===== src/rtl/regwr_arbiter.sv =====
// regwr_arbiter: shares the register-file write port between pipeline (A) and multi-cycle (B) writeback,
// with a starvation bound for B and a fully registered write port.
module regwr_arbiter #(
  parameter int WORD = 64,
  parameter int STARVE_LIMIT = 4
) (
  input  logic            clk,
  input  logic            rst_n,
  input  logic            a_valid,
  output logic            a_ready,
  input  logic [4:0]      a_reg,
  input  logic [WORD-1:0] a_data,
  input  logic            a_link,
  input  logic            b_valid,
  output logic            b_ready,
  input  logic [4:0]      b_reg,
  input  logic [WORD-1:0] b_data,
  input  logic            b_link,
  output logic            RegWrite,
  output logic            WRegLoc,
  output logic [4:0]      w_reg,
  output logic [WORD-1:0] w_data,
  output logic            b_forced
);
  logic [3:0]      starve_q, starve_d;
  logic            regwrite_q, regwrite_d, wregloc_q, wregloc_d;
  logic [4:0]      w_reg_q, w_reg_d;
  logic [WORD-1:0] w_data_q, w_data_d;
  logic            force_c, accept, sel_link;
  logic [4:0]      sel_reg;
  logic [WORD-1:0] sel_data;
  // rst_n is active-high despite its name: ready is suppressed for the whole reset window
  assign force_c  = starve_q == 4'(STARVE_LIMIT);
  assign b_ready  = !rst_n && b_valid && (force_c || !a_valid);
  assign a_ready  = !rst_n && a_valid && !b_ready;
  assign b_forced = b_ready && force_c && a_valid;
  always_comb begin
    accept     = a_ready || b_ready;
    sel_reg    = b_ready ? b_reg : a_reg;
    sel_data   = b_ready ? b_data : a_data;
    sel_link   = b_ready ? b_link : a_link;
    starve_d   = (b_valid && !b_ready) ? (force_c ? starve_q : starve_q + 4'd1) : 4'd0;
    regwrite_d = accept && (sel_link || sel_reg != 5'd31);
    wregloc_d  = accept && sel_link;
    w_reg_d    = accept ? sel_reg : w_reg_q;
    w_data_d   = accept ? sel_data : w_data_q;
  end
  always_ff @(posedge clk) begin
    if (rst_n) begin
      starve_q   <= '0;
      regwrite_q <= 1'b0;
      wregloc_q  <= 1'b0;
      w_reg_q    <= '0;
      w_data_q   <= '0;
    end else begin
      starve_q   <= starve_d;
      regwrite_q <= regwrite_d;
      wregloc_q  <= wregloc_d;
      w_reg_q    <= w_reg_d;
      w_data_q   <= w_data_d;
    end
  end
  assign RegWrite = regwrite_q;
  assign WRegLoc  = wregloc_q;
  assign w_reg    = w_reg_q;
  assign w_data   = w_data_q;
endmodule

===== config.mk =====
export PLATFORM = sky130hd
export DESIGN_NAME = regwr_arbiter
export DESIGN_NICKNAME = d
export VERILOG_FILES = /design/src/rtl/regwr_arbiter.sv
export SDC_FILE = /design/constraint.sdc
export NUM_CORES = 1
export LEC_CHECK = 0
export BUFFER_PORTS_ARGS = -buffer_cell sky130_fd_sc_hd__buf_2
export CAP_MARGIN = 10
export CORE_MARGIN = 4
export CORE_UTILIZATION = 42
export CTS_CLUSTER_SIZE = 8
export DETAILED_ROUTE_END_ITERATION = 6
export GPL_ROUTABILITY_DRIVEN = 1
export PLACE_DENSITY = 0.76
export SYNTH_ARGS = -nofsm -noshare
export SYNTH_HDL_FRONTEND = slang
export SYNTH_SLANG_ARGS = --single-unit

===== constraint.sdc =====
create_clock -name clk -period 1.9 [get_ports clk]
set_input_delay 0.095 -clock clk [delete_from_list [all_inputs] [get_ports clk]]
set_output_delay 0.095 -clock clk [all_outputs]
set_load 0.02 [all_outputs]

==> After elaboration in Yosys (flattened, before gate mapping) <==
Index checks and enable logic that the tools add are counted.
{ "word_totals": {"register_bits": 75, "latchBits": 0, "mem_bits_rw": 0, "rom_bits": 0, "output_inout_bits": 74, "word_cells": 28, "mem_count": 0} }
{ "classes": {"addsub": 1, "mul": 0, "div": 0, "order_cmp": 0, "eq_ne": 2, "shifts": 0, "muxes": 3, "bitwise_logic": 1, "reduce_logical": 16} }
{ "ops": {"columns": ["op", "count"], "rows": [
  ["$mux W64", 1],
  ["$logic_and A1 B1 Y1", 9],
  ["$mux W5", 1],
  ["$ne A5 B5 Y1 const B", 1],
  ["$add A4 B1 Y4 const B", 1],
  ["$eq A4 B3 Y1 const B", 1],
  ["$logic_not A1 Y1", 3],
  ["$logic_or A1 B1 Y1", 3],
  ["$reduce_or A2 Y1", 1],
  ["$mux W1", 1],
  ["$not A1 Y1", 1]
]} }

==> Depth between registers and ports, before layout <==
Gate-level depths: netlist of run 1.
{ "logic_depth": {"ltp_word": 7, "depth_mapped": 9, "depth_no_buf": 7} }

==> Worst setup path before layout of run 1 <==
OpenSTA, ideal clock, no wires.
{ "synth_timing": {"path_kind": "reg-to-output", "from": "register starve_q[0]", "to": "output a_ready", "arrival_time_ps": 1713, "required_ps": 1805, "path_slack_ps": 92, "path_stages_with_launch": 9, "path_buffers": 2, "cell_sequence": "dfxtp_1 inv_1 ha_1 nand3b_1 a21o_1 buf_6 inv_4 buf_2 nor3b_1"} }
{ "synth_between": {"elab_chain_len": 5} }
{ "synth_lines": {"columns": ["element", "line_no", "text"], "rows": [
  ["from (decl)", "25", "logic [3:0] starve_q, starve_d;"],
  ["from (signal assigned)", "56", "starve_q <= starve_d;"],
  ["$eq A4 B3 Y1", "33", "assign force_c = starve_q == 4'(STARVE_LIMIT);"],
  ["$logic_or A1 B1 Y1", "34", "assign b_ready = !rst_n && b_valid && (force_c || !a_valid);"],
  ["$logic_and A1 B1 Y1", "34", null],
  ["named net b_ready", "15", "output logic b_ready,"],
  ["$logic_not A1 Y1", "35", "assign a_ready = !rst_n && a_valid && !b_ready;"],
  ["$logic_and A1 B1 Y1", "35", null],
  ["to (decl)", "10", "output logic a_ready,"]
]} }
The timed path passes the listed nets, and every way through them passes these cells.

==> Worst setup path in the final report of run 1 <==
{ "layout_timing": {"from": "register starve_q[0]", "to": "output a_ready"} }
{ "layout_between": {"elab_chain_len": 5} }
{ "layout_lines": {"columns": ["element", "line_no"], "rows": [
  ["$eq A4 B3 Y1", "33"],
  ["$logic_or A1 B1 Y1", "34"],
  ["$logic_and A1 B1 Y1", "34"],
  ["$logic_not A1 Y1", "35"],
  ["$logic_and A1 B1 Y1", "35"]
]} }
No other way between the ends.

==> results of run 1 <==
metrics by stage:
step,hold slack (ps),setup WS (ps)
6_report,7.50,97.1
5_1_grt,2.43,2.50
4_1_cts,0.593,0.440
3_5_place_dp,308,177
3_3_place_gp,300,244
2_1_floorplan,217,92.2
power groups by stage:
stage / clock network [µW] / logic, µW / registers [µW]
after CTS: 1140 / 967 / 1770
final: 1110 / 994 / 1770
after floorplan: 0 / 269 / 1960
after global routing: 1190 / 1070 / 1780
after detailed placement: 0 / 785 / 1800
after global placement: 0 / 777 / 1800
worst max-delay path: cells and delay by family, from the launching register on:
family                   cells  cell delay (ps)
flip-flops                   1              360
AND/OR/NAND/NOR              2              320
buffers and inverters        3              330
adder cells (fa/ha/maj)      1              180
AO/OA/AOI/OAI                1              180
layer usage:
layer  track usage  routed length [µm]
met5             0                   0
met3        0.0940                1560
met2         0.500                6890
met4         0.133                 566
met1         0.308                4850
cells in the final DEF (no fill, tap or decap), types with 2 or more instances in the layout:
| cell | n |
|---|---|
| sky130_fd_sc_hd__nor2_1 | 13 |
| sky130_fd_sc_hd__dfxtp_1 | 74 |
| sky130_fd_sc_hd__buf_12 | 4 |
| sky130_fd_sc_hd__clkinv_2 | 4 |
| sky130_fd_sc_hd__nor2_4 | 2 |
| sky130_fd_sc_hd__inv_1 | 4 |
| sky130_fd_sc_hd__a311oi_2 | 6 |
| sky130_fd_sc_hd__dlygate4sd3_1 | 113 |
| sky130_fd_sc_hd__buf_2 | 217 |
| sky130_fd_sc_hd__clkbuf_8 | 11 |
| sky130_fd_sc_hd__a311oi_1 | 2 |
| sky130_fd_sc_hd__nand4_1 | 2 |
| sky130_fd_sc_hd__ha_1 | 2 |
| sky130_fd_sc_hd__nand3_1 | 124 |
| sky130_fd_sc_hd__buf_4 | 5 |
| sky130_fd_sc_hd__nand3b_1 | 62 |
| sky130_fd_sc_hd__nand2_1 | 80 |
Yosys cell counts, types with 2 or more instances:
master and n:
sky130_fd_sc_hd__nand3_1 124, sky130_fd_sc_hd__nand2_1 80, sky130_fd_sc_hd__dfxtp_1 75, sky130_fd_sc_hd__nand3b_1 62
sky130_fd_sc_hd__clkbuf_1 22, sky130_fd_sc_hd__nor2_1 15, sky130_fd_sc_hd__buf_2 11, sky130_fd_sc_hd__a311oi_2 6
sky130_fd_sc_hd__inv_1 4, sky130_fd_sc_hd__a311oi_1 2, sky130_fd_sc_hd__buf_6 2, sky130_fd_sc_hd__ha_1 2
sky130_fd_sc_hd__nand4_1 2
kinds of logic after synthesis:
group / Yosys count / synth area share
and+or+nand+nor: 290 / 0.447
DFF: 75 / 0.447
buffers and inverters: 42 / 0.0574
AOI/OAI and AO/OA: 10 / 0.0358
xor gates and xnor gates: 2 / 0.00522
adders and majority gates: 2 / 0.00745
final timing paths:
path | to | slack (ps)
hold reg to reg | starve_q[0] | 440
hold / removal | w_data[44] | 7
setup reg to reg | w_data[59] | 210
setup / recovery | a_ready | 100
what timing repair did:
action	4_1_cts	5_1_grt
pin swaps	0	1
hold buffers	113	0
gates resized for setup	1	2
endpoints found under the setup margin	1	1
endpoints found under the hold margin	61	0
final cells by class:
| type | count | area (µm²) |
|---|---|---|
| clock inverters | 5 | 27.5 |
| fillers | 526 | 1910 |
| repair buffers | 339 | 2330 |
| flip-flops and latches | 75 | 1500 |
| well taps | 102 | 128 |
| inverters | 5 | 23.8 |
| clock buffers | 11 | 151 |
| multi-input cells | 304 | 1690 |
==> metrics, run 1 <==
signed area change from the synthesized netlist to the final layout=74.3%; startpoint types=register; DPL Wire Length=7.71 mm; main flop type after synthesis=sky130_fd_sc_hd__dfxtp_1; hold path cells=3; io pins=218; clock latency at the later pin of the worst-skew pair=340 ps; worst-case clock skew=8.06 ps; core area=7770 µm²; Max Fanout on Critical Path=28; Max clock buf depth=2; count of cell types in the netlist=27; setup violation total in the final timing report=0; Fin Setup TNS=0 ps; DRC=0; Yosys top cell area share=0.447; first-pass GRT wire length=22.5 mm; via count of the first global-routing pass=4665; worst r2r src=starve_q[0]; average via count per standard cell=5.39; status=complete, no violations; number of enable flip-flop cells after synthesis=0; peak per-stage delay on the critical path=360 ps; detailed-routing iteration count for the pre-antenna-repair pass=5; share of total power consumed by net switching=0.300; CP Data Arrival Time=1710 ps; Relative slew margins=0.642; non-filler instance count after layout=841; type of element capturing the critical path=output pin; setup repair after global routing missed its margin=no; Leakage Power=0.00282 µW; number of DRC violations after detailed-routing iteration 0=242; pin count of the biggest net entering global routing=72; Max Freq=0.555 GHz; global-route usage over all layers=0.285; diodes inserted=0; antenna-violating nets left=0; HP Class=in -> reg; Worst Reg-to-Reg Cells=8; cell internal pwr=2720 µW; Die W=97.4 µm; total power of the final layout=3880 µW; die outline height=97.4 µm; final wirelength=13.9 mm; Peak VDD IR=0.387 mV; post-synth top area cell=sky130_fd_sc_hd__dfxtp_1; number of antenna violations at the first check in global routing=0; number of flip-flops under the largest register name=64; post-synth net total=567; biggest area contributors in the synthesized netlist=sky130_fd_sc_hd__dfxtp_1 45%, sky130_fd_sc_hd__nand3_1 18%, sky130_fd_sc_hd__nand3b_1 14%; Initial Utilization=0.432; placed inst area=4530 µm²; CTS tree=done; Post-Synthesis Cell Area=3360 µm²; placed instance count=712; post-route core utilization=0.754; final weighted congestion in routability-driven placement=0.905; Hold Path Origin=a_data[44]; detail-routed net length per standard cell=16.5 µm; part of the total power dissipated in the clock network=0.287; async set or reset register ratio after synthesis=0; CTS Sinks=75; CTS buffer count=9; residual overflow from global routing=0; number of buffers inserted by port buffering=217; full die area=9490 µm²; Max-Cap Viols=0; final number of max-transition violations=0; clock period minus final worst setup slack=1800 ps; CP max stage cell=sky130_fd_sc_hd__dfxtp_2; sequential fraction of the synthesis area=0.447; slew at the pin closest to its max-slew limit=537 ps; CTS clk-pin slew, worst paths=70 ps; number of register bits inferred by synthesis=75; share of cells above drive strength 1=0.344; count of mapped cells out of synthesis=421; std cell rows=32; synthesis warning total=0; total number of H-tree levels=3; worst setup path category=reg -> out; start point of the critical path=starve_q[0]; Root Buffer=sky130_fd_sc_hd__clkbuf_8; power share of the sequential group=0.457; Power Density=663 nW/µm²; NetSw=1160 µW; Final period util=0.949; Hold Violations, Final=0; final net count=880; post-CTS setup buffer count=0; critical path required time=1800 ps; vias post-DR=4537; Comb pwr share=0.256; Final Instance Area=5850 µm²; crit-path cells=inv_1, ha_1, nand3b_1, a21o_4, inv_6, nor3b_1, buf_2; mean post-synth cell area=7.98 µm²
No activity file was read; power rests on OpenSTA's default activity.
==> run 2: changes to the inputs <==
Settings changed: RECOVER_POWER set to 25.
==> run 2 against run 1 <==
Effect of this change: flip-flop and latch count stayed put; final cell count stayed put; register-to-register slack hardly changed; clock power hardly changed; count of clock-buffer cells in the layout stayed put; critical path type unchanged; sequential power hardly changed; core utilization is 0.60 points lower; clock skew hardly changed; hold slack hardly changed; combinational power is 2% lower.
==> metrics, run 2 (synthesized netlist as in run 1, its figures left out) <==
core area=7770 µm² (unchanged); average via count per standard cell=5.38 (-0.31%); die outline height=97.4 µm (unchanged); HP Class=in -> reg; post-CTS setup buffer count=0 (unchanged); diodes inserted=0 (unchanged); number of flip-flops under the largest register name=64 (unchanged); CTS buffer count=9 (unchanged); Power Density=665 nW/µm² (+0.40%); Die W=97.4 µm (unchanged); total number of H-tree levels=3 (unchanged); number of buffers inserted by port buffering=217 (unchanged); via count of the first global-routing pass=4665 (unchanged); final number of max-transition violations=0 (unchanged); slew at the pin closest to its max-slew limit=530 ps (-6.76 ps); first-pass GRT wire length=22.5 mm (unchanged); worst-case setup slack after placement=177 ps (unchanged); most frequent cells in the layout=180 x sky130_fd_sc_hd__buf_2, 124 x sky130_fd_sc_hd__nand3_1, 113 x sky130_fd_sc_hd__dlygate4sd3_1; number of antenna violations at the first check in global routing=0 (unchanged); crit path setup slack, layout=95.3 ps (-1.87 ps); Max Freq=0.554 GHz (-0.10%); setup violation total in the final timing report=0 (unchanged); Root Buffer=sky130_fd_sc_hd__clkbuf_8; status=complete, no violations; global-route usage over all layers=0.285 (unchanged); antenna-violating nets left=0 (unchanged); DPL Wire Length=7.71 mm (unchanged); worst setup path category=reg -> out; Initial Utilization=0.432 (unchanged); final net count=880 (unchanged); Relative slew margins=0.646 (+0.00450); pin count of the biggest net entering global routing=72 (unchanged); CTS tree=done; detail-routed net length per standard cell=16.5 µm (about the same); Fin Setup TNS=0 ps (unchanged); Max-Cap Viols=0 (unchanged); vias post-DR=4523 (-0.31%); std cell rows=32 (unchanged); Max clock buf depth=2 (unchanged); critical path required time=1800 ps (about the same); final weighted congestion in routability-driven placement=0.905 (unchanged); Hold Violations, Final=0 (unchanged); detailed-routing iteration count for the pre-antenna-repair pass=5 (unchanged); clock latency at the later pin of the worst-skew pair=340 ps (about the same); CP Data Arrival Time=1710 ps (about the same); Hold WS=7.34 ps (-0.157 ps); CTS clk-pin slew, worst paths=70 ps (about the same); commonest non-fill, non-tap cell in the layout=sky130_fd_sc_hd__buf_2; CTS Sinks=75 (unchanged); full die area=9490 µm² (unchanged); highest metal used=met4; share of cells above drive strength 1=0.294 (-0.0501); filler cell count in the final layout=551 (+4.8%); Peak VDD IR=0.386 mV (-0.44%); worst-case clock skew=7.78 ps (-0.284 ps); placed instance count=712 (unchanged); clock period minus final worst setup slack=1800 ps (+1.87 ps); Leakage Power=0.00268 µW (-4.8%); routed wire length on met2=6.80 mm (-1.3%); signed area change from the synthesized netlist to the final layout=73.0%; final wirelength=13.9 mm (about the same); residual overflow from global routing=0 (unchanged); Max Fanout on Critical Path=28 (unchanged); Final period util=0.950 (+0.000986); DRC=0 (unchanged); total power of the final layout=3860 µW (-0.40%); type of element capturing the critical path=output pin; non-filler instance count after layout=841 (unchanged); setup repair after global routing missed its margin=no; Metal-1 WL=4.88 mm (+0.66%); met3 routed wirelength=1.55 mm (-0.32%); startpoint types=register; number of DRC violations after detailed-routing iteration 0=232 (-4.1%); io pins=218 (unchanged)
[run 2: stage by stage]
| step | utilization | cell area, µm² |
|---|---|---|
| final | 0.748 | 5810 |
| after detailed placement | 0.584 | 4530 |
| after CTS | 0.753 | 5850 |
| after global routing | 0.748 | 5810 |
| after global placement | 0.584 | 4530 |
| after floorplan | - | 3360 |
[run 2: what timing repair did]
item | 4_1_cts | 5_1_grt
endpoints found under the setup margin | 1 | 1
endpoints found under the hold margin | 61 | 0
hold buffers | 113 | 0
pin swaps | 0 | 1
gates resized for setup | 1 | 2
[run 2: power by group]
part,internal [µW],leakage [µW],switching (µW)
sequential,1700,0.000624,71.3
combinational,460,0.00196,515
clock,537,0.0000949,579
total,2700,0.00268,1170
[run 2: final timing paths]
kind	startpoint	end	slack, ps	depth (start not counted)
worst max-delay path	starve_q[0]	a_ready	100	7
worst min-delay path	a_data[44]	w_data[44]	7	3
worst max register to register	starve_q[0]	w_data[41]	220	7
worst min register to register	starve_q[0]	starve_q[0]	440	1
[run 2: critical path, stage by stage, from the launching register on]
cell and delay, ps:
sky130_fd_sc_hd__dfxtp_2 360, sky130_fd_sc_hd__inv_1 50, sky130_fd_sc_hd__ha_1 180, sky130_fd_sc_hd__nand3b_1 140, sky130_fd_sc_hd__a21o_4 180, sky130_fd_sc_hd__inv_6 90, sky130_fd_sc_hd__nor3b_1 180, sky130_fd_sc_hd__buf_2 190
[run 2: layer usage]
layer  vias up  track usage
met5         -            0
li1       2080            -
met2       302        0.500
met3        57       0.0940
met1      2084        0.308
met4         0        0.133
[run 2: final cells by class]
cell class | instances | area (µm²) | area share
Clock buffer | 11 | 151 | 0.0261
Clock inverter | 5 | 27.5 | 0.00474
Inverter | 5 | 23.8 | 0.00409
Multi-Input combinational cell | 304 | 1690 | 0.290
Sequential cell | 75 | 1500 | 0.259
Tap cell | 102 | 128 | 0.0220
Timing Repair Buffer | 339 | 2290 | 0.394
